===== src/rtl/uart_tx_fifo_if.sv =====
// uart_tx_fifo_if: host-side push handshake for the UART transmitter FIFO.
// The host (master) offers tx_data with tx_valid; the transmitter (slave)
// accepts when tx_ready is high at a rising edge.
interface uart_tx_fifo_if #(
  parameter int DATA_BITS = 8
);
  logic [DATA_BITS-1:0] tx_data;
  logic                 tx_valid;
  logic                 tx_ready;

  modport master (output tx_data, output tx_valid, input tx_ready);
  modport slave  (input tx_data, input tx_valid, output tx_ready);
endinterface


===== src/rtl/uart_tx_fifo.sv =====
// uart_tx_fifo: UART transmitter with a transmit FIFO and runtime frame format
// (data bits by parameter, parity none/even/odd, 1 or 2 stop bits, baud divisor).
// Line-break generation (tx_break input, BREAK and mark-after-break states) is
// built only when the macro UART_TX_BREAK_EN is defined.
//
// state  | meaning
// IDLE   | line high, waiting for FIFO data (or a break request)
// START  | start bit, line low
// DATA   | data bits, LSB first
// PARITY | parity bit
// STOP   | one or two stop bits, line high
// BREAK  | line held low while tx_break stays high
// MAB    | one bit period of mark after a break, then back to IDLE
module uart_tx_fifo #(
  parameter int DATA_BITS  = 8,
  parameter int FIFO_DEPTH = 4,
  parameter int DIV_W      = 16
) (
  input  logic                          clk,
  input  logic                          nrst,
  input  logic [DIV_W-1:0]              baud_div,
  input  logic [1:0]                    parity_mode,
  input  logic                          two_stop,
`ifdef UART_TX_BREAK_EN
  input  logic                          tx_break,
`endif
  uart_tx_fifo_if.slave                 host,
  output logic                          txd,
  output logic                          tx_busy,
  output logic [$clog2(FIFO_DEPTH):0]   fifo_level
);

  localparam int AW = $clog2(FIFO_DEPTH);
  localparam int BW = $clog2(DATA_BITS);

  localparam logic [2:0] S_IDLE   = 3'd0;
  localparam logic [2:0] S_START  = 3'd1;
  localparam logic [2:0] S_DATA   = 3'd2;
  localparam logic [2:0] S_PARITY = 3'd3;
  localparam logic [2:0] S_STOP   = 3'd4;
`ifdef UART_TX_BREAK_EN
  localparam logic [2:0] S_BREAK  = 3'd5;
  localparam logic [2:0] S_MAB    = 3'd6;
`endif

  logic [AW:0]           wr_ptr, rd_ptr;
  logic [DATA_BITS-1:0]  mem [FIFO_DEPTH];
  logic [DATA_BITS-1:0]  head, shreg;
  logic                  full, empty, push, pop;
  logic [2:0]            state;
  logic [DIV_W-1:0]      cnt, ldiv, eff_div;
  logic [BW-1:0]         bit_idx;
  logic                  stop_idx, par_en, par_bit, two_stop_l;
  logic                  idle_brk;

`ifdef UART_TX_BREAK_EN
  assign idle_brk = tx_break;
`else
  assign idle_brk = 1'b0;
`endif

  assign fifo_level    = wr_ptr - rd_ptr;
  assign full          = (fifo_level == (AW+1)'(FIFO_DEPTH));
  assign empty         = (wr_ptr == rd_ptr);
  assign host.tx_ready = ~full;
  assign push          = host.tx_valid & ~full;
  assign head          = mem[rd_ptr[AW-1:0]];
  assign tx_busy       = (state != S_IDLE) | ~empty;
  // divisors below two would leave no room for a down-count, so clamp to two
  assign eff_div       = (baud_div < DIV_W'(2)) ? DIV_W'(2) : baud_div;

  // pop the head when idle (unless a break wins) or at the end of the last stop bit
  always_comb begin
    pop = 1'b0;
    if (!empty) begin
      if (state == S_IDLE)
        pop = ~idle_brk;
      else if (state == S_STOP && cnt == '0 && (stop_idx || !two_stop_l))
        pop = 1'b1;
    end
  end

  // FIFO storage, written on every accepted push
  always_ff @(posedge clk) begin
    if (push) mem[wr_ptr[AW-1:0]] <= host.tx_data;
  end

  // FIFO pointers; the extra MSB distinguishes full from empty
  always_ff @(posedge clk or negedge nrst) begin
    if (!nrst) begin
      wr_ptr <= '0;
      rd_ptr <= '0;
    end else begin
      if (push) wr_ptr <= wr_ptr + (AW+1)'(1);
      if (pop)  rd_ptr <= rd_ptr + (AW+1)'(1);
    end
  end

  // frame sequencer: bit timer counts down, state advances when it reaches zero
  always_ff @(posedge clk or negedge nrst) begin
    if (!nrst) begin
      state      <= S_IDLE;
      txd        <= 1'b1;
      cnt        <= '0;
      ldiv       <= DIV_W'(2);
      bit_idx    <= '0;
      stop_idx   <= 1'b0;
      shreg      <= '0;
      par_en     <= 1'b0;
      par_bit    <= 1'b0;
      two_stop_l <= 1'b0;
    end else begin
      if (state != S_IDLE && cnt != '0) begin
        cnt <= cnt - DIV_W'(1);
      end else begin
        case (state)
          S_IDLE: begin
`ifdef UART_TX_BREAK_EN
            if (tx_break) begin
              state <= S_BREAK;
              txd   <= 1'b0;
            end
`endif
          end
          S_START: begin
            txd     <= shreg[0];
            bit_idx <= '0;
            cnt     <= ldiv - DIV_W'(1);
            state   <= S_DATA;
          end
          S_DATA: begin
            cnt <= ldiv - DIV_W'(1);
            if (bit_idx == BW'(DATA_BITS-1)) begin
              if (par_en) begin
                txd   <= par_bit;
                state <= S_PARITY;
              end else begin
                txd      <= 1'b1;
                stop_idx <= 1'b0;
                state    <= S_STOP;
              end
            end else begin
              txd     <= shreg[1];
              shreg   <= shreg >> 1;
              bit_idx <= bit_idx + BW'(1);
            end
          end
          S_PARITY: begin
            txd      <= 1'b1;
            stop_idx <= 1'b0;
            cnt      <= ldiv - DIV_W'(1);
            state    <= S_STOP;
          end
          S_STOP: begin
            if (!stop_idx && two_stop_l) begin
              stop_idx <= 1'b1;
              cnt      <= ldiv - DIV_W'(1);
            end else begin
              state <= S_IDLE;
            end
          end
`ifdef UART_TX_BREAK_EN
          S_BREAK: begin
            if (!tx_break) begin
              txd   <= 1'b1;
              cnt   <= eff_div - DIV_W'(1);
              state <= S_MAB;
            end
          end
          S_MAB: begin
            state <= S_IDLE;
          end
`endif
          default: begin
            state <= S_IDLE;
            txd   <= 1'b1;
          end
        endcase
      end
      // a pop starts a new frame and overrides whatever the case above chose
      if (pop) begin
        shreg      <= head;
        ldiv       <= eff_div;
        cnt        <= eff_div - DIV_W'(1);
        par_en     <= (parity_mode == 2'b01) || (parity_mode == 2'b10);
        par_bit    <= (^head) ^ (parity_mode == 2'b10);
        two_stop_l <= two_stop;
        txd        <= 1'b0;
        state      <= S_START;
      end
    end
  end

endmodule


===== src/flat_wrapper.sv =====
// flat-port wrapper written by rule: the top's interface ports become plain ports
module uart_tx_fifo_flat 
#(
  parameter int DATA_BITS  = 8,
  parameter int FIFO_DEPTH = 4,
  parameter int DIV_W      = 16
)
  (clk, nrst, baud_div, parity_mode, two_stop, txd, tx_busy, fifo_level, host_tx_data, host_tx_valid, host_tx_ready);
  uart_tx_fifo_if #(.DATA_BITS(DATA_BITS)) host_i ();
  input  logic clk;
  input  logic nrst;
  input  logic [DIV_W-1:0] baud_div;
  input  logic [1:0] parity_mode;
  input  logic two_stop;
  output logic txd;
  output logic tx_busy;
  output logic [$clog2(FIFO_DEPTH):0] fifo_level;
  input wire logic [$bits(host_i.tx_data)-1:0] host_tx_data;
  input wire logic [$bits(host_i.tx_valid)-1:0] host_tx_valid;
  output wire logic [$bits(host_i.tx_ready)-1:0] host_tx_ready;
  assign host_i.tx_data = host_tx_data;
  assign host_i.tx_valid = host_tx_valid;
  assign host_tx_ready = host_i.tx_ready;
  uart_tx_fifo #(.DATA_BITS(DATA_BITS), .FIFO_DEPTH(FIFO_DEPTH), .DIV_W(DIV_W)) u_core (.clk(clk), .nrst(nrst), .baud_div(baud_div), .parity_mode(parity_mode), .two_stop(two_stop), .host(host_i), .txd(txd), .tx_busy(tx_busy), .fifo_level(fifo_level));
endmodule

===== config.mk =====
export PLATFORM = sky130hd
export DESIGN_NAME = uart_tx_fifo_flat
export DESIGN_NICKNAME = d
export VERILOG_FILES = /design/src/rtl/uart_tx_fifo_if.sv /design/src/rtl/uart_tx_fifo.sv /design/src/flat_wrapper.sv
export SDC_FILE = /design/constraint.sdc
export NUM_CORES = 1
export LEC_CHECK = 0
export ABC_AREA = 1
export BUFFER_PORTS_ARGS = -buffer_cell sky130_fd_sc_hd__buf_2
export CORE_MARGIN = 5
export CORE_UTILIZATION = 52
export CTS_CLUSTER_DIAMETER = 30
export DETAILED_ROUTE_END_ITERATION = 8
export PLACE_DENSITY = 0.77
export SLEW_MARGIN = 25
export SYNTH_ARGS = -nofsm -noshare
export SYNTH_HDL_FRONTEND = slang
export SYNTH_SLANG_ARGS = --single-unit

===== constraint.sdc =====
create_clock -name clk -period 2.52 [get_ports clk]
set_input_delay 0.504 -clock clk [delete_from_list [all_inputs] [get_ports clk]]
set_output_delay 0.504 -clock clk [all_outputs]
set_load 0.05 [all_outputs]

==> metrics.yaml, run 1 <==
outcome:
  status: "finished, final reports clean"
setup_path:
  critPathLaunch: "u_core.wr_ptr[1]"
  crit_required_ps: 2020
  path_max_fanout: 4
  arrival_ps: 1900
  cp-start-kind: "register"
  critical_path_class: "reg2out"
  end_kind: "output port"
  reg2reg_from: "u_core.wr_ptr[1]"
clock_tree:
  clk_path_buf_depth: 2
  clkSlewWorstSetupHoldPaths_ps: 100
  cts_tree: "built"
  htreeDepth: 3
  cts_buffers: 9
  cts-root-buf: "clkbuf_8"
  insertion_delay_ps: 370
  cts_sinks: 89
logic_synthesis:
  syn_inst: 577
  synth-seq-area-share: 0.491
  synth-seq-cells: 89
  ys_warn_count: 0
  synth_cell_types: 39
  synthesis.area_um2: 4870
  postSynthAreaPerCell_um2: 8.43
  synth_nets: 619
min_path:
  hold_path_class: "in2async"
global_route:
  grtUsageTotal: 0.198
  overflow: 0
  grt_first_pass_wirelength_mm: 18.1
  antenna_found_initial: 0
  grt_pass1_vias: 3759
  grt_max_degree: 58
placement:
  globalplace.congestion: 0.910
  dp_hpwl_mm: 7.53
  placed_area_um2: 5240
  io_buffers: 35
sta:
  relSlewSlack: 0.506
  worstMarginPinSlew_ps: 741
  drv_slew: 0
  max_freq_mhz: 416
  period_share: 0.954
  fin_skew_ps: 11.3
  setup-violations-final: 0
  hold_viol_final: 0
  post-route-min-period_ps: 2410
  rsz0062_at_grt: "yes"
detailed_routing:
  drt_iter0_drc: 185
  wl_mm: 10.5
  ant_nets: 0
  route.detailed.wl_per_inst_um: 14.1
  drt_pass1_iterations: 5
  routed_via_density: 5.21
  drc: 0
  via_count: 3874
floorplan:
  fp.coreArea_um2: 9200
  ios: 36
  fp.dieH_um: 107
  initial_core_util: 0.529
  rows: 35
  die-area_um2: 11400
  die_w_um: 107
final_layout:
  nets: 670
  num_antenna_cells: 0
  design_area_um2: 5530
  drive_above_1_share: 0.215
  synthToLayoutAreaGrowth_pct: 13.6
job:
  max-cap-violations: 0
-- repair_timing --
action	in CTS	in global routing
gates cloned	0	1
pin swaps	0	3
hold endpoints to repair	0	0
endpoints found under the setup margin	3	19
setup buffers	1	3
hold buffers	0	0
resized for setup	7	9
-- worst max-delay path, stage by stage (launching register included) --
cell     delay (ps)
dfrtp_1         430
buf_4           150
inv_1           140
fa_2            500
inv_1            70
buf_2           250
-- cells by family after synthesis --
logic type	synth area share
fa+ha+maj	0.0324
compound gates	0.111
xor+xnor	0.0306
buf+inv	0.0856
flops	0.491
simple gates	0.250
-- synth_stat cells, drive strengths merged --
cell type,n,share of area
xnor2,6,0.011
o22a,4,0.0072
o21ai,78,0.083
a31oi,1,0.0013
o22ai,2,0.0026
a21oi,9,0.0093
clkbuf,2,0.0015
xor2,11,0.020
a32o,1,0.0021
nor3,1,0.0010
fa,1,0.0041
o221ai,1,0.0018
ha,11,0.028
nand2,165,0.14
o21bai,1,0.0015
inv,77,0.059
nand4,2,0.0026
nor2,71,0.071
dfstp,2,0.011
edfxtp,32,0.20
nor4,1,0.0044
nand3,23,0.025
a211oi,1,0.0015
nand3b,3,0.0046
and2,1,0.0018
buf,15,0.025
dfrtp,55,0.28
-- cell usage in the layout (no fill, tap or decap), types with 3 or more instances in the layout --
cell type / netlist / routed
a21oi_1: 9 / 9
buf_2: 6 / 32
buf_4: 4 / 21
clkbuf_8: 0 / 9
dfrtp_1: 55 / 55
edfxtp_1: 32 / 32
ha_1: 11 / 10
inv_1: 71 / 69
inv_2: 6 / 7
inv_8: 0 / 4
nand2_1: 148 / 145
nand2_2: 14 / 18
nand2_4: 3 / 3
nand3_1: 22 / 21
nand3b_1: 3 / 3
nor2_1: 54 / 49
nor2_2: 11 / 14
nor2_4: 5 / 7
o21ai_0: 63 / 63
o21ai_1: 11 / 11
o21ai_2: 4 / 4
o22a_1: 4 / 4
xnor2_1: 6 / 6
xor2_1: 11 / 10
-- area by class of cell --
| class | instances | area [um2] |
|---|---|---|
| fillers | 771 | 3670 |
| flip-flops and latches | 89 | 2390 |
| multi-input cells | 395 | 2140 |
| repair buffers | 56 | 364 |
| inverters | 77 | 292 |
| well taps | 111 | 139 |
| clock buffers | 9 | 124 |
| clock inverters | 7 | 78.8 |
-- state kept, by name (all words and copies together), names as in the netlist --
| register | count |
|---|---|
| u_core.bit_idx | 3 |
| u_core.cnt | 16 |
| u_core.ldiv | 16 |
| u_core.mem | 32 |
| u_core.par_bit | 1 |
| u_core.par_en | 1 |
| u_core.rd_ptr | 3 |
| u_core.shreg | 8 |
| u_core.state | 3 |
| u_core.stop_idx | 1 |
| u_core.two_stop_l | 1 |
| u_core.txd | 1 |
| u_core.wr_ptr | 3 |
-- layer usage --
metal / global-route usage / up-vias / share of wire
met5: 0 / - / 0
met1: 0.282 / 1797 / 0.44
met2: 0.302 / 120 / 0.47
met3: 0.0500 / 11 / 0.080
li1: - / 1946 / -
met4: 0.0521 / 0 / 0.0090
-- final timing paths --
| check | end | slack [ps] | cells after the start |
|---|---|---|---|
| hold reg to reg | u_core.two_stop_l | 490 | 2 |
| max in group asynchronous | u_core.wr_ptr[1] | 1760 | 2 |
| min in group clk | u_core.mem[1][6] | 340 | 1 |
| setup reg to reg | u_core.cnt[9] | 210 | 16 |
| hold / removal | u_core.bit_idx[0] | 260 | 2 |
| setup / recovery | fifo_level[1] | 110 | 5 |
-- stage by stage --
stage | setup TNS [ps] | cells | utilization | setup slack (ps) | hold slack (ps)
5_1_grt | -9.14 | 744 | 0.601 | -6.93 | 324
3_3_place_gp | 0 | 723 | 0.569 | 203 | 458
2_1_floorplan | 0 | 577 | - | 7.63 | 208
4_1_cts | 0 | 740 | 0.594 | 0.898 | 290
3_5_place_dp | 0 | 723 | 0.569 | 81.3 | 463
6_report | 0 | 744 | 0.601 | 115 | 260
Power of run 1 is left out: the tool's default activity adds up to more than one toggle a clock period on the data nets, which glitch-free logic cannot reach.
==> inputs of run 2 (changes only) <==
--- a/config.mk
+++ b/config.mk
@@ -5,13 +5,12 @@
 export SDC_FILE = /design/constraint.sdc
 export NUM_CORES = 1
 export LEC_CHECK = 0
-export ABC_AREA = 1
 export BUFFER_PORTS_ARGS = -buffer_cell sky130_fd_sc_hd__buf_2
 export CORE_MARGIN = 5
 export CORE_UTILIZATION = 52
 export CTS_CLUSTER_DIAMETER = 30
 export DETAILED_ROUTE_END_ITERATION = 8
-export PLACE_DENSITY = 0.77
+export PLACE_DENSITY = 0.71
 export SLEW_MARGIN = 25
 export SYNTH_ARGS = -nofsm -noshare
 export SYNTH_HDL_FRONTEND = slang
==> metrics.yaml, run 2 <==
logic_synthesis:
  synth_nets: 528
  ys.flop_type: "dfrtp_1"
  synth_edf_count: 32
  postSynthAreaPerCell_um2: 9.86
  synth-seq-cells: 89
  ys_warn_count: 0
  synth_cell_types: 54
  synth-seq-area-share: 0.499
  syn_inst: 486
  yosys-top-cells-area: "dfrtp_1 29%, edfxtp_1 20%, nand2_1 8.4%"
  yosysTopAreaCell: "dfrtp_1"
  synth.top_cell.area_share: 0.287
  async_reset_ff_frac: 0.640
  yosysMostFrequentCell: "nand2_1"
  synth_common_cells: "107 x nand2_1, 55 x dfrtp_1, 32 x edfxtp_1, 31 x a21oi_1, 30 x nor2_1"
  synthesis.area_um2: 4790
global_route:
  antenna_found_initial: 0
  overflow: 0
  grtUsageTotal: 0.221
  grt_first_pass_wirelength_mm: 19.7
  grt_pass1_vias: 4061
  grt_max_degree: 38
clock_tree:
  cts-root-buf: "clkbuf_8"
  postCtsHoldBufs: 0
  cts_tree: "built"
  clkSlewWorstSetupHoldPaths_ps: 100
  clk_path_buf_depth: 2
  insertion_delay_ps: 370
  cts_buffers: 9
  cts_sinks: 89
  htreeDepth: 3
power_and_ir_drop:
  vdd_ir_drop_max_mv: 1.05
  p_clk_frac: 0.142
  power.density_nw_per_um2: 1110
  netSwitchingPower_uw: 2870
  seq_power_share: 0.346
  swShare: 0.408
  p_total_uw: 7050
  power.internal_uw: 4170
  combPwrFrac: 0.512
  power.leakage_uw: 0.00279
detailed_routing:
  via_count: 4164
  drc: 0
  ant_nets: 0
  drt_pass1_iterations: 4
  drt_iter0_drc: 197
  routed_via_density: 5.71
  wl_mm: 12.3
  route.detailed.wl_per_inst_um: 16.9
setup_path:
  cp-start-kind: "register"
  max_stage_delay_ps: 400
  cp_top_family: "compound AO/OA/AOI/OAI gates"
  reg2regPathDepth: 12
  crit_slowest_cell: "dfrtp_1"
  arrival_ps: 3060
  critical_path_class: "reg2reg"
  path_cells: "inv_2 -> ha_4 -> a311o_1 -> a211oi_2 -> nor3_2 -> a21oi_2 -> ha_4 -> o211a_4 -> nand4_1 -> or3_1 -> a21oi_2 -> a21oi_1"
  critPathBufInv: 1
  crit_required_ps: 2770
  path_max_fanout: 3
  worst-path-stages: 12
  end_kind: "register"
sta:
  max_freq_mhz: 357
  hold_slack_ps: 113
  hold_viol_final: 0
  drv_slew: 0
  relSlewSlack: 0.641
  post-route-min-period_ps: 2800
  worstMarginPinSlew_ps: 538
  period_share: 1.11
  fin_skew_ps: 11.7
  worst_slack_ps: -285
  setup-violations-final: 12
  rsz0062_at_grt: "yes"
floorplan:
  initial_core_util: 0.526
  die_w_um: 106
  fp.coreArea_um2: 9110
  die-area_um2: 11200
  ios: 36
  rows: 35
  fp.dieH_um: 106
outcome:
  violations: "setup timing"
  status: "finished, violations left"
placement:
  post-place-ws_ps: -599
  io_buffers: 35
  globalplace.congestion: 0.893
  dp_hpwl_mm: 8.85
final_layout:
  largest_reg_flops: 32
  nets: 655
  drive_above_1_share: 0.332
  fill_cells: 662
  num_antenna_cells: 0
  layout_common_cells: "104 x nand2_1, 81 x buf_4, 55 x dfrtp_1"
  multiInputGateArea_um2: 2500
  synthToLayoutAreaGrowth_pct: 32.6
  final-seq-area_um2: 2390
  final_common_cell: "nand2_1"
min_path:
  hold_path_class: "in2async"
job:
  max-cap-violations: 0
run 2: layout make-up:
cell class / count / area share
well taps: 111 / 0.0219
repair buffers: 137 / 0.169
multi-input cells: 361 / 0.393
inverters: 15 / 0.00886
clock buffers: 11 / 0.0240
flip-flops and latches: 89 / 0.376
clock inverters: 5 / 0.00689
run 2: layer usage:
| metal | routed length (um) | GRT usage | vias up |
|---|---|---|---|
| met5 | 0 | 0 | - |
| met4 | 296 | 0.0694 | 0 |
| met3 | 615 | 0.0546 | 32 |
| met2 | 6110 | 0.365 | 140 |
| met1 | 5320 | 0.287 | 1985 |
| li1 | - | - | 2007 |
run 2: cells by family after synthesis:
logic type,synth area share
and+or+nand+nor,0.185
AOI/OAI and AO/OA,0.138
DFF,0.499
buffers and inverters,0.0290
muxes,0.0820
xor gates and xnor gates,0.0347
adders and majority gates,0.0329
run 2: path summary, 6_finish.rpt:
path	start	endpoint	slack, ps
min	nrst	u_core.cnt[0]	110
min in group clk	host_tx_data[6]	u_core.mem[1][6]	340
max in group asynchronous	nrst	u_core.ldiv[1]	1780
min reg2reg	u_core.ldiv[14]	u_core.ldiv[14]	490
max reg2reg	u_core.rd_ptr[1]	u_core.cnt[10]	-280
max	u_core.rd_ptr[1]	u_core.cnt[10]	-280
run 2: timing repair:
item                                    4_1_cts  5_1_grt
resized for setup                            27       26
endpoints found under the setup margin       13       24
pin swaps                                    13       13
buffers inserted                              6       10
run 2: power groups by stage:
stage          combinational [uW]  sequential [uW]  clock, uW
6_report                     3610             2440       1000
3_3_place_gp                 3200             2400          0
5_1_grt                      3920             2500       1080
3_5_place_dp                 3310             2430          0
4_1_cts                      3480             2410       1010
2_1_floorplan                2270             2370          0
run 2: per-stage QoR:
stage               area (um2)  cells  TNS (ps)  utilization
floorplan                 4910    486     -1690            -
global placement          5840    700     -4780        0.641
detailed placement        5840    700     -5470        0.641
CTS                       6210    722     -1780        0.682
global route              6350    729     -3080        0.698
finish                    6350    729     -1690        0.698
Note: power is estimated with default switching activity, not from simulation.
